<file path="src/rtl/shift_pkg.sv">
// Shared constants, opcode and state enums for the sequential shift/rotate/swap unit.
package shift_pkg;

  localparam int DATA_W = 20;
  localparam int AMT_W  = 5;

  typedef enum logic [2:0] {
    SHR  = 3'd0,
    SHL  = 3'd1,
    ROR  = 3'd2,
    ROL  = 3'd3,
    SWAP = 3'd4
  } shift_op_t;

  typedef enum logic [1:0] {
    IDLE = 2'd0,
    BUSY = 2'd1,
    DONE = 2'd2
  } shift_state_t;

  // Encodings 5-7 are reserved and reported through out_err.
  function automatic logic op_legal(input logic [2:0] op);
    return (op <= 3'd4);
  endfunction

endpackage

</file>
<file path="src/rtl/shift_seq_unit_if.sv">
// Request/response handshake bundle between the issue logic (master) and shift_seq_unit (slave).
interface shift_seq_unit_if;
  import shift_pkg::*;

  logic              in_valid;
  logic              in_ready;
  logic [2:0]        in_op;
  logic [DATA_W-1:0] in_data_a;
  logic [DATA_W-1:0] in_data_b;
  logic [AMT_W-1:0]  in_amount;
  logic              out_valid;
  logic              out_ready;
  logic [DATA_W-1:0] out_result_a;
  logic [DATA_W-1:0] out_result_b;
  logic              out_err;

  modport master (
    output in_valid, in_op, in_data_a, in_data_b, in_amount, out_ready,
    input  in_ready, out_valid, out_result_a, out_result_b, out_err
  );

  modport slave (
    input  in_valid, in_op, in_data_a, in_data_b, in_amount, out_ready,
    output in_ready, out_valid, out_result_a, out_result_b, out_err
  );

endinterface

</file>
<file path="src/rtl/shift_step.sv">
// One iteration of the shift/rotate datapath: advances the working value by 1 bit,
// or by 4 bits when step4 is set.
module shift_step
  import shift_pkg::*;
(
  input  logic [DATA_W-1:0] work,
  input  shift_op_t         op,
  input  logic              step4,
  output logic [DATA_W-1:0] work_nxt
);

  always_comb begin
    work_nxt = work;
    case (op)
      SHR: work_nxt = step4 ? {4'b0000, work[DATA_W-1:4]} : {1'b0, work[DATA_W-1:1]};
      SHL: work_nxt = step4 ? {work[DATA_W-5:0], 4'b0000} : {work[DATA_W-2:0], 1'b0};
      ROR: work_nxt = step4 ? {work[3:0], work[DATA_W-1:4]} : {work[0], work[DATA_W-1:1]};
      ROL: work_nxt = step4 ? {work[DATA_W-5:0], work[DATA_W-1:DATA_W-4]}
                            : {work[DATA_W-2:0], work[DATA_W-1]};
      default: work_nxt = work;
    endcase
  end

endmodule

</file>
<file path="src/rtl/shift_seq_unit.sv">
// Iterative shift/rotate/swap execute stage with valid/ready request and result handshakes.
// Define SHIFT_SEQ_STEP4_EN to let BUSY advance 4 bits per cycle while at least 4 remain.
module shift_seq_unit
  import shift_pkg::*;
(
  input  logic             clk,
  input  logic             rst_n,
  shift_seq_unit_if.slave  bus,
  output logic             busy
);

  shift_state_t      state, state_nxt;
  shift_op_t         op_q;
  logic [DATA_W-1:0] work_q;
  logic [DATA_W-1:0] work_step;
  logic [DATA_W-1:0] pend_b_q;
  logic              pend_err_q;
  logic [AMT_W-1:0]  cnt_q;
  logic [AMT_W-1:0]  cnt_dec;
  logic              step4;
  logic [DATA_W-1:0] res_a_q;
  logic [DATA_W-1:0] res_b_q;
  logic              err_q;

`ifdef SHIFT_SEQ_STEP4_EN
  assign step4 = (cnt_q >= AMT_W'(4));
`else
  assign step4 = 1'b0;
`endif

  assign cnt_dec = step4 ? AMT_W'(4) : AMT_W'(1);

  shift_step u_step (
    .work     (work_q),
    .op       (op_q),
    .step4    (step4),
    .work_nxt (work_step)
  );

  always_ff @(posedge clk or negedge rst_n) begin
    if (!rst_n) begin
      state <= IDLE;
    end else begin
      state <= state_nxt;
    end
  end

  always_comb begin
    state_nxt = state;
    case (state)
      IDLE:    if (bus.in_valid)     state_nxt = BUSY;
      BUSY:    if (cnt_q == '0)      state_nxt = DONE;
      DONE:    if (bus.out_ready)    state_nxt = IDLE;
      default:                       state_nxt = IDLE;
    endcase
  end

  always_comb begin
    bus.in_ready  = 1'b0;
    bus.out_valid = 1'b0;
    busy          = 1'b1;
    case (state)
      IDLE: begin
        bus.in_ready = 1'b1;
        busy         = 1'b0;
      end
      DONE:    bus.out_valid = 1'b1;
      default: ;
    endcase
  end

  // The working register iterates privately; the visible result registers only
  // change on the BUSY->DONE edge so consumers see the last delivered values otherwise.
  always_ff @(posedge clk or negedge rst_n) begin
    if (!rst_n) begin
      op_q       <= SHR;
      work_q     <= '0;
      pend_b_q   <= '0;
      pend_err_q <= 1'b0;
      cnt_q      <= '0;
      res_a_q    <= '0;
      res_b_q    <= '0;
      err_q      <= 1'b0;
    end else begin
      case (state)
        IDLE: begin
          if (bus.in_valid) begin
            op_q       <= SHR;
            cnt_q      <= '0;
            pend_b_q   <= '0;
            pend_err_q <= 1'b0;
            if (!op_legal(bus.in_op)) begin
              work_q     <= bus.in_data_a;
              pend_err_q <= 1'b1;
            end else if (bus.in_op == SWAP) begin
              work_q   <= bus.in_data_b;
              pend_b_q <= bus.in_data_a;
            end else if (bus.in_amount >= AMT_W'(DATA_W)) begin
              work_q <= '0;
            end else begin
              work_q <= bus.in_data_a;
              cnt_q  <= bus.in_amount;
              op_q   <= shift_op_t'(bus.in_op);
            end
          end
        end
        BUSY: begin
          if (cnt_q != '0) begin
            work_q <= work_step;
            cnt_q  <= cnt_q - cnt_dec;
          end else begin
            res_a_q <= work_q;
            res_b_q <= pend_b_q;
            err_q   <= pend_err_q;
          end
        end
        default: ;
      endcase
    end
  end

  assign bus.out_result_a = res_a_q;
  assign bus.out_result_b = res_b_q;
  assign bus.out_err      = err_q;

endmodule

</file>
<file path="src/flat_wrapper.sv">
// flat-port wrapper written by rule: the top's interface ports become plain ports
module shift_seq_unit_flat import shift_pkg::*;
  (clk, rst_n, busy, bus_in_valid, bus_in_op, bus_in_data_a, bus_in_data_b, bus_in_amount, bus_out_ready, bus_in_ready, bus_out_valid, bus_out_result_a, bus_out_result_b, bus_out_err);
  shift_seq_unit_if bus_i ();
  input  logic clk;
  input  logic rst_n;
  output logic busy;
  input wire logic [$bits(bus_i.in_valid)-1:0] bus_in_valid;
  input wire logic [$bits(bus_i.in_op)-1:0] bus_in_op;
  input wire logic [$bits(bus_i.in_data_a)-1:0] bus_in_data_a;
  input wire logic [$bits(bus_i.in_data_b)-1:0] bus_in_data_b;
  input wire logic [$bits(bus_i.in_amount)-1:0] bus_in_amount;
  input wire logic [$bits(bus_i.out_ready)-1:0] bus_out_ready;
  output wire logic [$bits(bus_i.in_ready)-1:0] bus_in_ready;
  output wire logic [$bits(bus_i.out_valid)-1:0] bus_out_valid;
  output wire logic [$bits(bus_i.out_result_a)-1:0] bus_out_result_a;
  output wire logic [$bits(bus_i.out_result_b)-1:0] bus_out_result_b;
  output wire logic [$bits(bus_i.out_err)-1:0] bus_out_err;
  assign bus_i.in_valid = bus_in_valid;
  assign bus_i.in_op = bus_in_op;
  assign bus_i.in_data_a = bus_in_data_a;
  assign bus_i.in_data_b = bus_in_data_b;
  assign bus_i.in_amount = bus_in_amount;
  assign bus_i.out_ready = bus_out_ready;
  assign bus_in_ready = bus_i.in_ready;
  assign bus_out_valid = bus_i.out_valid;
  assign bus_out_result_a = bus_i.out_result_a;
  assign bus_out_result_b = bus_i.out_result_b;
  assign bus_out_err = bus_i.out_err;
  shift_seq_unit u_core (.clk(clk), .rst_n(rst_n), .bus(bus_i), .busy(busy));
endmodule
</file>
<file path="config.mk">
export PLATFORM = sky130hd
export DESIGN_NAME = shift_seq_unit_flat
export DESIGN_NICKNAME = d
export VERILOG_FILES = /design/src/rtl/shift_pkg.sv /design/src/rtl/shift_seq_unit_if.sv /design/src/rtl/shift_step.sv /design/src/rtl/shift_seq_unit.sv /design/src/flat_wrapper.sv
export SDC_FILE = /design/constraint.sdc
export NUM_CORES = 1
export LEC_CHECK = 0
export ABC_CLOCK_PERIOD_IN_PS = 2400
export CORE_MARGIN = 10
export CORE_UTILIZATION = 50
export DETAILED_ROUTE_END_ITERATION = 8
export PLACE_DENSITY = 0.8
export SLEW_MARGIN = 20
export SYNTH_ARGS = -nofsm -noshare
export SYNTH_HDL_FRONTEND = slang
export SYNTH_SLANG_ARGS = --single-unit
</file>
<file path="constraint.sdc">
create_clock -name clk -period 2.4 [get_ports clk]
set_input_delay 0.48 -clock clk [delete_from_list [all_inputs] [get_ports clk]]
set_output_delay 0.48 -clock clk [all_outputs]
set_load 0.05 [all_outputs]
</file>
==> summary.md <==
| Metric | Value |
|---|---|
| Leading post-synthesis cells by cell area | `dfrtp_1 (56%), mux2_2 (11%), a22o_1 (8.1%), a221o_1 (4.4%), mux2i_1 (4.4%)` |
| Setup TNS | `0 ns` |
| Worst R2R End | `u_core.cnt_q[0]` |
| Cts-stage hold buffer count | `0` |
| Mapped Nets | `between 300 and 400` |
| WL final | `between 10000 and 15000 um` |
| TritonRoute pass-1 iters | `4` |
| Reg2reg start | `u_core.cnt_q[0]` |
| Dominant cell type by area after synthesis | `dfrtp_1` |
| Synth top area share | `approximately 56%` |
| Ys Warns | `0` |
| CTS sink count | `92` |
| Dominant synthesized flop cell | `dfrtp_1` |
| Worst-margin pin slew | `0.572 ns` |
| Clock Tree Buf Depth | `2` |
| # IOs | `96` |
| Sequential fraction of the synthesis area | `between 50% and 60%` |
| Clock slew at reported path FFs | `about 0.080 ns` |
| Synth Register Bits | `slightly above 90` |
| Synthesized area per cell | `around 13 um^2` |
| Crit start category | `flip-flop` |
| Core area | `between 8000 and 9000 um^2` |
| Final Util | `between 60% and 70%` |
| Hold Slack | `roughly 0.14 ns` |
| Crit Path Class | `reg2out` |
| FF+latch area | `roughly 2300 um^2` |
| Cell Area, Synth | `around 4000 um^2` |
| Grt ovf | `0` |
| Die area | `12200 um^2` |
| Slew Limit Fails | `0` |
| Resized cells post-CTS | `0` |
| All-Layer GR Usage | `around 17%` |
| Reg2Reg Setup Slack | `~0.28 ns` |
| Post-synth EDFFs | `0` |
| Critical path origin | `u_core.state[1]` |
| Maximum clock rate | `around 450 MHz` |
| TritonCTS clock tree | `yes` |
| Share of cells above drive strength 1 | `18.2%` |
| FILL cells | `about 650` |
| FF-to-FF path depth | `6` |
| Synth async-reset ratio | `100%` |
| Initial Utilization | `between 50 and 60%` |
| Row count | `33` |
| Commonest cells in the netlist | `dfrtp_1 (92), mux2_2 (39), a22o_1 (38), a21oi_1 (22)` |
| Critical Path End Type | `output pin` |
| Clock buffers created by TritonCTS | `9` |
| Multi-input logic area | `roughly 1700 um^2` |
| Drt wl/cell | `19.7 um` |
| Antenna violations before repair | `0` |
| RePlAce Congestion | `around 0.87` |
| Top-count cell post-synth | `dfrtp_1` |
| Final setup vio count | `0` |
| DR vias/cell | `5.80` |
| Tcrit/Tclk final | `a little over 90%` |
| Max-cap viol count | `0` |
| Tmin final | `between 2 and 2.5 ns` |
| Synth-to-layout area growth | `32.3%` |
| First-pass GRT wire length | `17000 um` |
| Final Skew | `roughly 0.0075 ns` |
| Vias after detailed routing | `3060` |
| Data arrival, critical path | `around 1.8 ns` |
| LEAKAGE | `around 2.5 nW` |
| Post-CTS Setup Bufs | `0` |
| Largest net degree at the start of global routing | `between 90 and 100` |
| Estimated wirelength of the detail-placed design | `approximately 7600 um` |
| IO buf count | `between 90 and 100` |
| DRC Markers | `0` |
| Slew margin rel. | `61.8%` |
| Worst Setup EP | `busy` |
| Root Driver | `clkbuf_8` |
| Antenna Cells | `0` |
| Die outline height | `approximately 110 um` |
| Max rail drop VDD | `0.923 mV` |
| Pwr/cell area | `roughly 1500 nW/um^2` |
| Worst Path Required | `roughly 1.9 ns` |
| Number of library cell types mapped by synthesis | `38` |
| RSZ-0062 raised after global routing | `no` |
| Number of global-route vias before repair | `3193` |
| Post-Synthesis Cells | `321` |
| Nets | `between 400 and 500` |
| Insertion delay to the later sink of the worst-skew pair | `between 0.3 and 0.4 ns` |
| Number of H-tree levels | `3` |
| CP max FO | `5` |
| Hold Path Class | `in2async` |
| Die Wd | `approximately 110 um` |
| Number of DRC markers in iteration 0 | `between 150 and 200` |
| Fin. Hold Viols | `0` |
| Post-route ant nets | `0` |
| Outcome | `completed` |
## registers in the layout (all words and copies together) (netlist names)
signal,cells
u_core.op_q,3
u_core.work_q,20
u_core.pend_err_q,1
u_core.state,2
u_core.bus.out_err,1
u_core.pend_b_q,20
u_core.bus.out_result_a,20
u_core.bus.out_result_b,20
u_core.cnt_q,5
## cells by family (layout without fill, tap and decap cells)
| family | count (synthesis) | in the layout | synth area share [%] |
|---|---|---|---|
| compound gates | 100 | 100 | 19.4 |
| buf+inv | 30 | 132 | 3.38 |
| flops | 92 | 92 | 56.0 |
| fa+ha+maj | 1 | 1 | 0.304 |
| mux | 60 | 60 | 15.9 |
| simple gates | 38 | 38 | 4.99 |
## per-layer routing
layer  track usage (%)  part of all wire (%)  vias up
met1              20.5                    42     1527
met5                 0                     0        -
met4              7.81                   3.1        0
met2              27.6                    50       91
met3              4.33                   4.7       22
li1                  -                     -     1420
## power by group
group	switching, mW	internal (mW)	total, mW
sequential	0.471	2.19	2.66
clock	0.526	0.539	1.07
combinational	2.55	1.83	4.39
## placed cells by master (no fill, tap or decap), types with 3 or more instances in the layout
cell type / instances
nor3_1: 3
mux2_1: 3
nor2_1: 11
dfrtp_1: 92
clkdlybuf4s50_1: 92
clkbuf_8: 11
a22o_1: 38
a21oi_1: 22
o21ai_0: 7
nand2b_1: 3
mux2_2: 39
inv_1: 7
mux2i_1: 18
nand2_1: 11
buf_4: 13
a221o_1: 18
## worst min path at each step
stage	startpoint	endpoint	slack (ns)	cells after the start
3_3_place_gp	u_core.bus.out_result_a[7]	u_core.bus.out_result_a[7]	0.47	1
4_1_cts	rst_n	u_core.bus.out_result_b[2]	0.16	2
5_1_grt	rst_n	u_core.bus.out_result_b[2]	0.17	2
6_report	rst_n	u_core.bus.out_result_b[2]	0.14	2
2_1_floorplan	rst_n	u_core.bus.out_err	0.18	0
3_5_place_dp	u_core.bus.out_err	u_core.bus.out_err	0.47	1
## cell type report
class / instances / share of cell area (%)
Tap cell: 105 / 2.42
Multi-Input combinational cell: 199 / 31.1
Inverter: 7 / 0.483
Clock buffer: 13 / 2.92
Sequential cell: 92 / 42.3
Clock inverter: 3 / 0.829
Timing Repair Buffer: 109 / 19.9
## metrics by stage
stage	setup slack, ns	std cells	area, um^2	power [mW]
after detailed placement	0.157	512	5230	7.10
after floorplan	0.320	321	4110	5.69
after global placement	0.200	512	5230	6.96
after CTS	0.0318	528	5430	8.18
final	0.166	528	5440	8.12
after global routing	0.0619	528	5440	8.60
## worst max-delay path, cell delays in order (launching register included)
cell	delay (ns)
dfrtp_1	0.44
nor2_1	0.10
inv_1	0.06
clkdlybuf4s50_1	0.79
Note: power is estimated with default switching activity, not from simulation.
